`config.mk`:
```
export PLATFORM = sky130hd
export DESIGN_NAME = imm_gen_pipe_flat
export DESIGN_NICKNAME = d
export VERILOG_FILES = /design/src/rtl/imm_pkg.sv /design/src/rtl/imm_gen_pipe_if.sv /design/src/rtl/imm_extend_core.sv /design/src/rtl/imm_gen_pipe.sv /design/src/flat_wrapper.sv
export SDC_FILE = /design/constraint.sdc
export NUM_CORES = 1
export LEC_CHECK = 0
export CORE_ASPECT_RATIO = 1.2
export CORE_UTILIZATION = 30
export DETAILED_ROUTE_END_ITERATION = 10
export GPL_TIMING_DRIVEN = 1
export HOLD_SLACK_MARGIN = 0.12
export SKIP_CTS_REPAIR_TIMING = 1
export SYNTH_ARGS = -nofsm -noshare
export SYNTH_HDL_FRONTEND = slang
export SYNTH_SLANG_ARGS = --single-unit
```
`constraint.sdc`:
```
create_clock -name clk -period 2.1 [get_ports clk]
set_input_delay 0.315 -clock clk [delete_from_list [all_inputs] [get_ports clk]]
set_output_delay 0.315 -clock clk [all_outputs]
set_load 0.02 [all_outputs]
```
`src/rtl/imm_pkg.sv`:
```
// imm_pkg: format codes, opcode map and opcode-to-format decode shared by the immediate generator.
package imm_pkg;
    typedef logic [2:0] fmt_t;

    localparam fmt_t FMT_I   = 3'd0;
    localparam fmt_t FMT_S   = 3'd1;
    localparam fmt_t FMT_B   = 3'd2;
    localparam fmt_t FMT_J   = 3'd3;
    localparam fmt_t FMT_U   = 3'd4;
    localparam fmt_t FMT_Z   = 3'd5;
    localparam fmt_t FMT_BAD = 3'd7;

    localparam logic [6:0] OP_IMM    = 7'b0010011;
    localparam logic [6:0] OP_LOAD   = 7'b0000011;
    localparam logic [6:0] OP_JALR   = 7'b1100111;
    localparam logic [6:0] OP_SYSTEM = 7'b1110011;
    localparam logic [6:0] OP_STORE  = 7'b0100011;
    localparam logic [6:0] OP_BRANCH = 7'b1100011;
    localparam logic [6:0] OP_JAL    = 7'b1101111;
    localparam logic [6:0] OP_LUI    = 7'b0110111;
    localparam logic [6:0] OP_AUIPC  = 7'b0010111;

    // CSR immediates (funct3[2]=1) carry zimm; register-form CSR ops fall back to I.
    function automatic fmt_t fmt_from_opcode(input logic [31:0] instr);
        case (instr[6:0])
            OP_IMM, OP_LOAD, OP_JALR: return FMT_I;
            OP_SYSTEM:                return instr[14] ? FMT_Z : FMT_I;
            OP_STORE:                 return FMT_S;
            OP_BRANCH:                return FMT_B;
            OP_JAL:                   return FMT_J;
            OP_LUI, OP_AUIPC:         return FMT_U;
            default:                  return FMT_BAD;
        endcase
    endfunction
endpackage

```
`src/rtl/imm_gen_pipe_if.sv`:
```
// imm_gen_pipe_if: instruction-in / immediate-out valid-ready bus of the immediate generator.
interface imm_gen_pipe_if #(parameter int XLEN = 32);
    import imm_pkg::*;
    logic            in_valid;
    logic            in_ready;
    logic [31:0]     in_instr;
    fmt_t            in_fmt;
    logic            out_valid;
    logic            out_ready;
    logic [XLEN-1:0] out_imm;
    fmt_t            out_fmt;
    logic            out_err;

    modport master (
        output in_valid, in_instr, in_fmt, out_ready,
        input  in_ready, out_valid, out_imm, out_fmt, out_err
    );
    modport slave (
        input  in_valid, in_instr, in_fmt, out_ready,
        output in_ready, out_valid, out_imm, out_fmt, out_err
    );
endinterface

```
`src/rtl/imm_extend_core.sv`:
```
// imm_extend_core: combinational immediate extraction and XLEN extension for one format code.
module imm_extend_core
    import imm_pkg::*;
#(
    parameter int XLEN = 32
) (
    input  logic [31:7]     instr,
    input  fmt_t            fmt,
    output logic [XLEN-1:0] imm,
    output logic            err
);
    logic        s;
    logic [31:0] raw;

    assign s   = instr[31];
    assign err = fmt[2] & fmt[1];

    // zimm keeps bit 31 clear, so the common sign extension below leaves it zero-extended.
    always_comb begin
        case (fmt)
            FMT_I:   raw = {{20{s}}, instr[31:20]};
            FMT_S:   raw = {{20{s}}, instr[31:25], instr[11:7]};
            FMT_B:   raw = {{19{s}}, s, instr[7], instr[30:25], instr[11:8], 1'b0};
            FMT_J:   raw = {{11{s}}, s, instr[19:12], instr[20], instr[30:21], 1'b0};
            FMT_U:   raw = {instr[31:12], 12'b0};
            FMT_Z:   raw = {27'b0, instr[19:15]};
            default: raw = '0;
        endcase
    end

    if (XLEN > 32) begin : g_wide
        assign imm = {{(XLEN-32){raw[31]}}, raw};
    end else begin : g_narrow
        assign imm = raw;
    end
endmodule

```
`src/rtl/imm_gen_pipe.sv`:
```
// imm_gen_pipe: decode-stage immediate generator with a registered 2-entry valid/ready output buffer.
module imm_gen_pipe
    import imm_pkg::*;
#(
    parameter int XLEN        = 32,
    parameter bit AUTO_DECODE = 1'b1
) (
    input  logic           clk,
    input  logic           rst_n,
    imm_gen_pipe_if.slave  bus
);
    fmt_t                       sel_fmt;
    logic [XLEN-1:0]            ext_imm;
    logic                       ext_err;
    logic [1:0][XLEN-1:0]       imm_q;
    logic [1:0][2:0]            fmt_q;
    logic [1:0]                 err_q;
    logic [1:0]                 count;
    logic [1:0]                 count_n;
    logic                       wr;
    logic                       rd;
    logic                       ready_q;
    logic                       push;
    logic                       pop;

    assign sel_fmt = AUTO_DECODE ? fmt_from_opcode(bus.in_instr) : bus.in_fmt;

    imm_extend_core #(.XLEN(XLEN)) u_core (
        .instr (bus.in_instr[31:7]),
        .fmt   (sel_fmt),
        .imm   (ext_imm),
        .err   (ext_err)
    );

    assign push    = bus.in_valid & ready_q;
    assign pop     = (count != 2'd0) & bus.out_ready;
    assign count_n = count + {1'b0, push} - {1'b0, pop};

    // in_ready is registered from the next count so it never sees out_ready combinationally.
    always_ff @(posedge clk or negedge rst_n) begin
        if (!rst_n) begin
            count   <= '0;
            wr      <= 1'b0;
            rd      <= 1'b0;
            ready_q <= 1'b1;
            imm_q   <= '0;
            fmt_q   <= '0;
            err_q   <= '0;
        end else begin
            count   <= count_n;
            ready_q <= count_n != 2'd2;
            if (push) begin
                wr        <= ~wr;
                imm_q[wr] <= ext_imm;
                fmt_q[wr] <= sel_fmt;
                err_q[wr] <= ext_err;
            end
            if (pop) rd <= ~rd;
        end
    end

    assign bus.in_ready  = ready_q;
    assign bus.out_valid = count != 2'd0;
    assign bus.out_imm   = imm_q[rd];
    assign bus.out_fmt   = fmt_q[rd];
    assign bus.out_err   = err_q[rd];
endmodule

```
`src/flat_wrapper.sv`:
```
// flat-port wrapper written by rule: the top's interface ports become plain ports
module imm_gen_pipe_flat import imm_pkg::*;
#(
    parameter int XLEN        = 32,
    parameter bit AUTO_DECODE = 1'b1
)
  (clk, rst_n, bus_in_valid, bus_in_instr, bus_in_fmt, bus_out_ready, bus_in_ready, bus_out_valid, bus_out_imm, bus_out_fmt, bus_out_err);
  imm_gen_pipe_if #(.XLEN(XLEN)) bus_i ();
  input  logic clk;
  input  logic rst_n;
  input wire logic [$bits(bus_i.in_valid)-1:0] bus_in_valid;
  input wire logic [$bits(bus_i.in_instr)-1:0] bus_in_instr;
  input wire logic [$bits(bus_i.in_fmt)-1:0] bus_in_fmt;
  input wire logic [$bits(bus_i.out_ready)-1:0] bus_out_ready;
  output wire logic [$bits(bus_i.in_ready)-1:0] bus_in_ready;
  output wire logic [$bits(bus_i.out_valid)-1:0] bus_out_valid;
  output wire logic [$bits(bus_i.out_imm)-1:0] bus_out_imm;
  output wire logic [$bits(bus_i.out_fmt)-1:0] bus_out_fmt;
  output wire logic [$bits(bus_i.out_err)-1:0] bus_out_err;
  assign bus_i.in_valid = bus_in_valid;
  assign bus_i.in_instr = bus_in_instr;
  assign bus_i.in_fmt = bus_in_fmt;
  assign bus_i.out_ready = bus_out_ready;
  assign bus_in_ready = bus_i.in_ready;
  assign bus_out_valid = bus_i.out_valid;
  assign bus_out_imm = bus_i.out_imm;
  assign bus_out_fmt = bus_i.out_fmt;
  assign bus_out_err = bus_i.out_err;
  imm_gen_pipe #(.XLEN(XLEN), .AUTO_DECODE(AUTO_DECODE)) u_core (.clk(clk), .rst_n(rst_n), .bus(bus_i));
endmodule
```
# Word level (Yosys, flattened, before mapping)
# Cells that the tools add are included.
# classes
n_addsub,2
multipliers,0
div_mod_pow,0
magnitude_cmp,3
eq_ne,15
shifts,0
muxes,18
n_bitwise,5
reduce_logical,5
# ops
op,n
32-bit case mux with 6 select lines,1
32-bit two-way mux,3
64-bit bitwise mux,1
32-bit demux with 1-bit select,1
"7-bit equality test, second input constant",4
3-bit case mux with 6 select lines,1
"7-bit by 5-bit equality test with 1-bit output, second input constant",2
"7-bit by 6-bit equality test with 1-bit output, second input constant",2
3-bit two-way mux,4
"7-bit by 2-bit equality test with 1-bit output, second input constant",1
6-bit bitwise mux,1
"3-bit by 2-bit equality test with 1-bit output, second input constant",2
"3-bit equality test, second input constant",2
"1-bit by 2-bit less-than comparator with 1-bit output, second input constant",2
1-bit AND,3
3-bit demux with 1-bit select,1
"3-bit by 1-bit equality test with 1-bit output, second input constant",1
3-bit zero test,1
1-bit two-way mux,3
3-bit OR reduction,1
2-bit by 1-bit adder with 2-bit output,1
2-bit bitwise mux,1
"2-bit != test, second input constant",1
1-bit NOT,2
6 further kinds,6
# totals
register_bits,77
latch_bits,0
ram_bits,0
mem_bits_ro,0
input_bits,39
output_inout_bits,38
elab_cells,57
memories,0

# Logic depth before layout (Yosys ltp)
# logic_depth
ltp_word,6
mapped_depth,8
ltp_nobuf,8

# Hierarchy
# From an unflattened synthesis, not the netlist that was laid out.
# unflattened
hier_cells,391
hier_area_um2,4037.6
# by_module_without_submodules
module,instances,cells_each,area_each_um2,seq_area_each_um2
imm_gen_pipe,1,311,3487.1,1928.1
imm_extend_core,1,80,550.5,0.0

# Least setup slack after synthesis
# OpenSTA, ideal clock, no wires.
# synth_timing
path_type,register to register
start,register u_core.count[1]
end,register u_core.ready_q (netlist: u_core.bus.in_ready)
t_arrival_ns,1.758
required_time_ns,2.019
setup_slack_ns,0.261
stages_incl_launch_ff,9
synth_period_minus_slack_ns,1.839
path_cell_list,dfrtp_1 -> or2_2 -> and2_1 -> ha_1 -> inv_1 -> ha_1 -> xnor2_1 -> xnor2_1 -> nand2b_1
# synth_between
elab_chain_len,4
# synth_lines
item,line,text
start: declaration,imm_gen_pipe.sv:18,logic [1:0] count;
start signal: assignment,imm_gen_pipe.sv:50,count <= count_n;
2-bit nonzero test,n/a,
net bus_out_valid,flat_wrapper.sv:16,output wire logic [$bits(bus_i.out_valid)-1:0] bus_out_valid;
1-bit AND,imm_gen_pipe.sv:36,assign pop = (count != 2'd0) & bus.out_ready;
net u_core.pop,imm_gen_pipe.sv:24,logic pop;
2-bit by 1-bit subtractor with 2-bit output,imm_gen_pipe.sv:37,"assign count_n = count + {1'b0, push} - {1'b0, pop};"
net u_core.count_n[1],imm_gen_pipe.sv:19,logic [1:0] count_n;
2-bit != test,imm_gen_pipe.sv:51,ready_q <= count_n != 2'd2;
end signal: assignment,imm_gen_pipe.sv:45,ready_q <= 1'b1;
end signal: assignment,imm_gen_pipe.sv:51,
end: declaration,imm_gen_pipe.sv:22,logic ready_q;
# The timed path passes the listed nets, and every way through them passes these cells.
# A chain may end at the register's enable or synchronous reset.

# Final worst setup path
# layout_timing
start,input port bus_in_instr[6]
end,register u_core.fmt_q[3] (netlist name)
# layout_between
elab_chain_len,4
# layout_lines
item,line,text
start: declaration,flat_wrapper.sv:12,input wire logic [$bits(bus_i.in_instr)-1:0] bus_in_instr;
"7-bit by 5-bit equality test with 1-bit output, or another cell as far along",imm_pkg.sv:25,case (instr[6:0])
3-bit OR reduction or 2-bit OR reduction (tied branches),imm_pkg.sv:25,
3-bit case mux with 6 select lines (*),imm_pkg.sv:25,
6-bit bitwise mux (*),imm_gen_pipe.sv:55,fmt_q[wr] <= sel_fmt;
end signal: indexed assignment,imm_gen_pipe.sv:55,
end: declaration,imm_gen_pipe.sv:16,logic [1:0][2:0] fmt_q;
# Every way passes the cells marked *; elsewhere a longest branch is shown, timed or not.

==> metrics.cfg <==
[outcome]
status = complete, no violations

[synthesis]
async_reset_ff_share_pct = 100
synth_top_cells_by_count = dfrtp_1, nor2_1, nand2_1, a31oi_1, mux2_2
yosys_warnings = 0
post-synth-top-count-cell = dfrtp_1
synth_ff_type = dfrtp_1
synth_top_area_share_pct = 50.0
synth_edf_count = 0
synth.net_count = 435
ys_ff_latch = 77
netlist_area_um2 = 3810
synth_cell_type_count = 44
synth_area_leaders = dfrtp_1, mux2_2, a31oi_1, nor2_1, nand2_1
ys_seq_area_share_pct = 50.6
syn_inst = 394
syn_avg_cell_area_um2 = 9.66
netlist.top_cell.by_area = dfrtp_1

[clock_network]
clk_pin_slew_ns = 0.06
cts_htree_levels = 3
cts_tree = built
clock_tree.buffer_depth = 2
cts-root-buf = clkbuf_16
clock-sinks = 77
clk_latency_ns = 0.32
cts_buffers = 9

[place]
preCtsSetupSlack_ns = -0.182
place_congestion = 0.827
portBuffers = 73
dp.cells = 642
dp.final_hpwl_mm = 6.76

[global_routing]
grt_pass1_vias = 3260
grt_overflow_total = 0
track_usage_pct = 15.7
grt_pass1_wl_mm = 16.3
antenna_found_initial = 0
grt_max_degree = 51

[routing]
wl_met2_mm = 4.87
first_iter_violations = 259
firstDrtPassIters = 5
via_per_inst = 4.91
drc = 0
wl_per_cell_um = 14.8
dr_total_vias = 3239
ant_nets = 0
dr_wl_met3_um = 449
wl_met1_mm = 4.33
top_layer = met4
wirelength_mm = 9.76

[critical_path]
r2r-start = u_core.count[1]
crit_path_end_kind = flop
ff2ff_setup_slack_ns = 0.23
r2r-end = u_core.bus.in_ready
slowest_stage = clkdlybuf4s50_1
crit_family = buffers and inverters
crit_fanout = 7
max_stage_delay_ns = 0.62
worstSetupPathType = input pin to flop
required_ns = 2.29
crit_chain = clkdlybuf4s50_1, nand4b_4, a211o_1, buf_4, nor4b_1, o21ai_0
rr_worst_depth = 8
crit_arrival_ns = 2.09
path_buf_inv = 2
critPathLaunchType = input pin

[sta]
setup_slack_ns = 0.207
final_hold_viol_count = 0
setup_violations = 0
fin_crit_ns = 1.89
period_share_pct = 90.1
maxClockFrequency_mhz = 528
clock_skew_ns = 0.00423
tns_ns = 0
tightest_slew_ns = 0.577
timing.final.max_slew_violations = 0
relSlewSlack_pct = 61.5
rsz0062_at_grt = no

[power_and_ir_drop]
total_power_mw = 7.80
p_leak_nw = 2.62
peakVddDrop_v = 0.000736
p_per_area_nw_per_um2 = 1430

[final_layout]
nNetsFinal = 535
drive_above_1_share_pct = 22.4
area_growth_syn_to_layout_pct = 43.5
instances_no_fill = 660
diodes = 0

[floorplanning]
fp.dieW_um = 105
core_area_um2 = 12200
die_h_um = 125
std_cell_rows = 44
num_io_pins = 77
dieArea_um2 = 13100
start_util_pct = 31.2

[flow_run]
cap_violations = 0

[worst_hold_path]
hold_path.startpoint = u_core.fmt_q[1]
hp-class = flop to flop
worstHoldEndpoint = u_core.fmt_q[1]
whs_path_depth = 2

## report_power, final
| group | internal, mW | total (mW) | switching (mW) |
|---|---|---|---|
| Sequential | 2.16 | 2.51 | 0.346 |
| Clock | 1.07 | 1.66 | 0.589 |
| Combinational | 1.82 | 3.64 | 1.82 |
## cell families after synthesis
kind of cell               share of synthesized area, %
adders and majority gates                         0.657
xor gates and xnor gates                          0.920
and+or+nand+nor                                    18.7
buffers and inverters                              3.91
muxes                                              10.6
AOI/OAI and AO/OA                                  14.5
DFF                                                50.6
## worst min-delay path, cell delays in order, from the launching register on
cell and delay (ns):
dfrtp_1 0.34, nand2_1 0.04, o21ai_0 0.06
## flip-flops by register name, indices dropped and copies added, names as in the netlist
name,cells
u_core.wr,1
u_core.count,2
u_core.bus.in_ready,1
u_core.err_q,2
u_core.fmt_q,6
u_core.imm_q,64
u_core.rd,1
## metrics by stage
stage	hold WS, ns	utilization [%]	instance area, um2
2_1_floorplan	0.0194	-	3810
3_3_place_gp	0.343	41.0	5010
3_5_place_dp	0.356	41.0	5010
4_1_cts	0.00270	43.7	5340
5_1_grt	0.500	44.7	5470
6_report	0.480	44.7	5470
## routing by layer
| layer | track usage, % | vias up |
|---|---|---|
| met5 | 0 | - |
| met4 | 4.64 | 0 |
| met3 | 3.75 | 8 |
| met2 | 26.6 | 77 |
| met1 | 19.8 | 1550 |
| li1 | - | 1604 |
## area by class of cell
class / instances / area, um2
clock buffer: 10 / 239
clock inverter: 6 / 86.3
fill: 1180 / 6760
inverter: 5 / 18.8
multi-input combinational: 283 / 1740
sequential: 77 / 1930
tap: 161 / 201
timing repair buffer: 118 / 1250
## cell usage in the layout (no fill, tap or decap), drive strengths merged, types with 3 or more instances in the layout
cell            n
o21ai          26
inv             5
buf            44
xnor2           3
clkbuf         11
or2             4
a21oi           4
a22oi           5
clkdlybuf4s50  36
nand2          57
nand4b          3
nor3            7
clkinv          3
dfrtp          76
nor2           58
a31oi          48
dlymetal6s2s   36
nand3           7
mux2           36
## worst max path at each step
stage,from,end,slack [ns],cells after the start
2_1_floorplan,u_core.count[1],u_core.bus.in_ready,0.26,8
3_3_place_gp,bus_in_instr[6],u_core.imm_q[39],-0.13,7
3_5_place_dp,bus_in_instr[6],u_core.fmt_q[3],-0.18,6
4_1_cts,u_core.rd,bus_out_imm[24],-0.13,3
5_1_grt,bus_in_instr[6],u_core.fmt_q[0],0.04,6
6_report,bus_in_instr[6],u_core.fmt_q[3],0.21,6
Power figures use the tool's default switching activity.
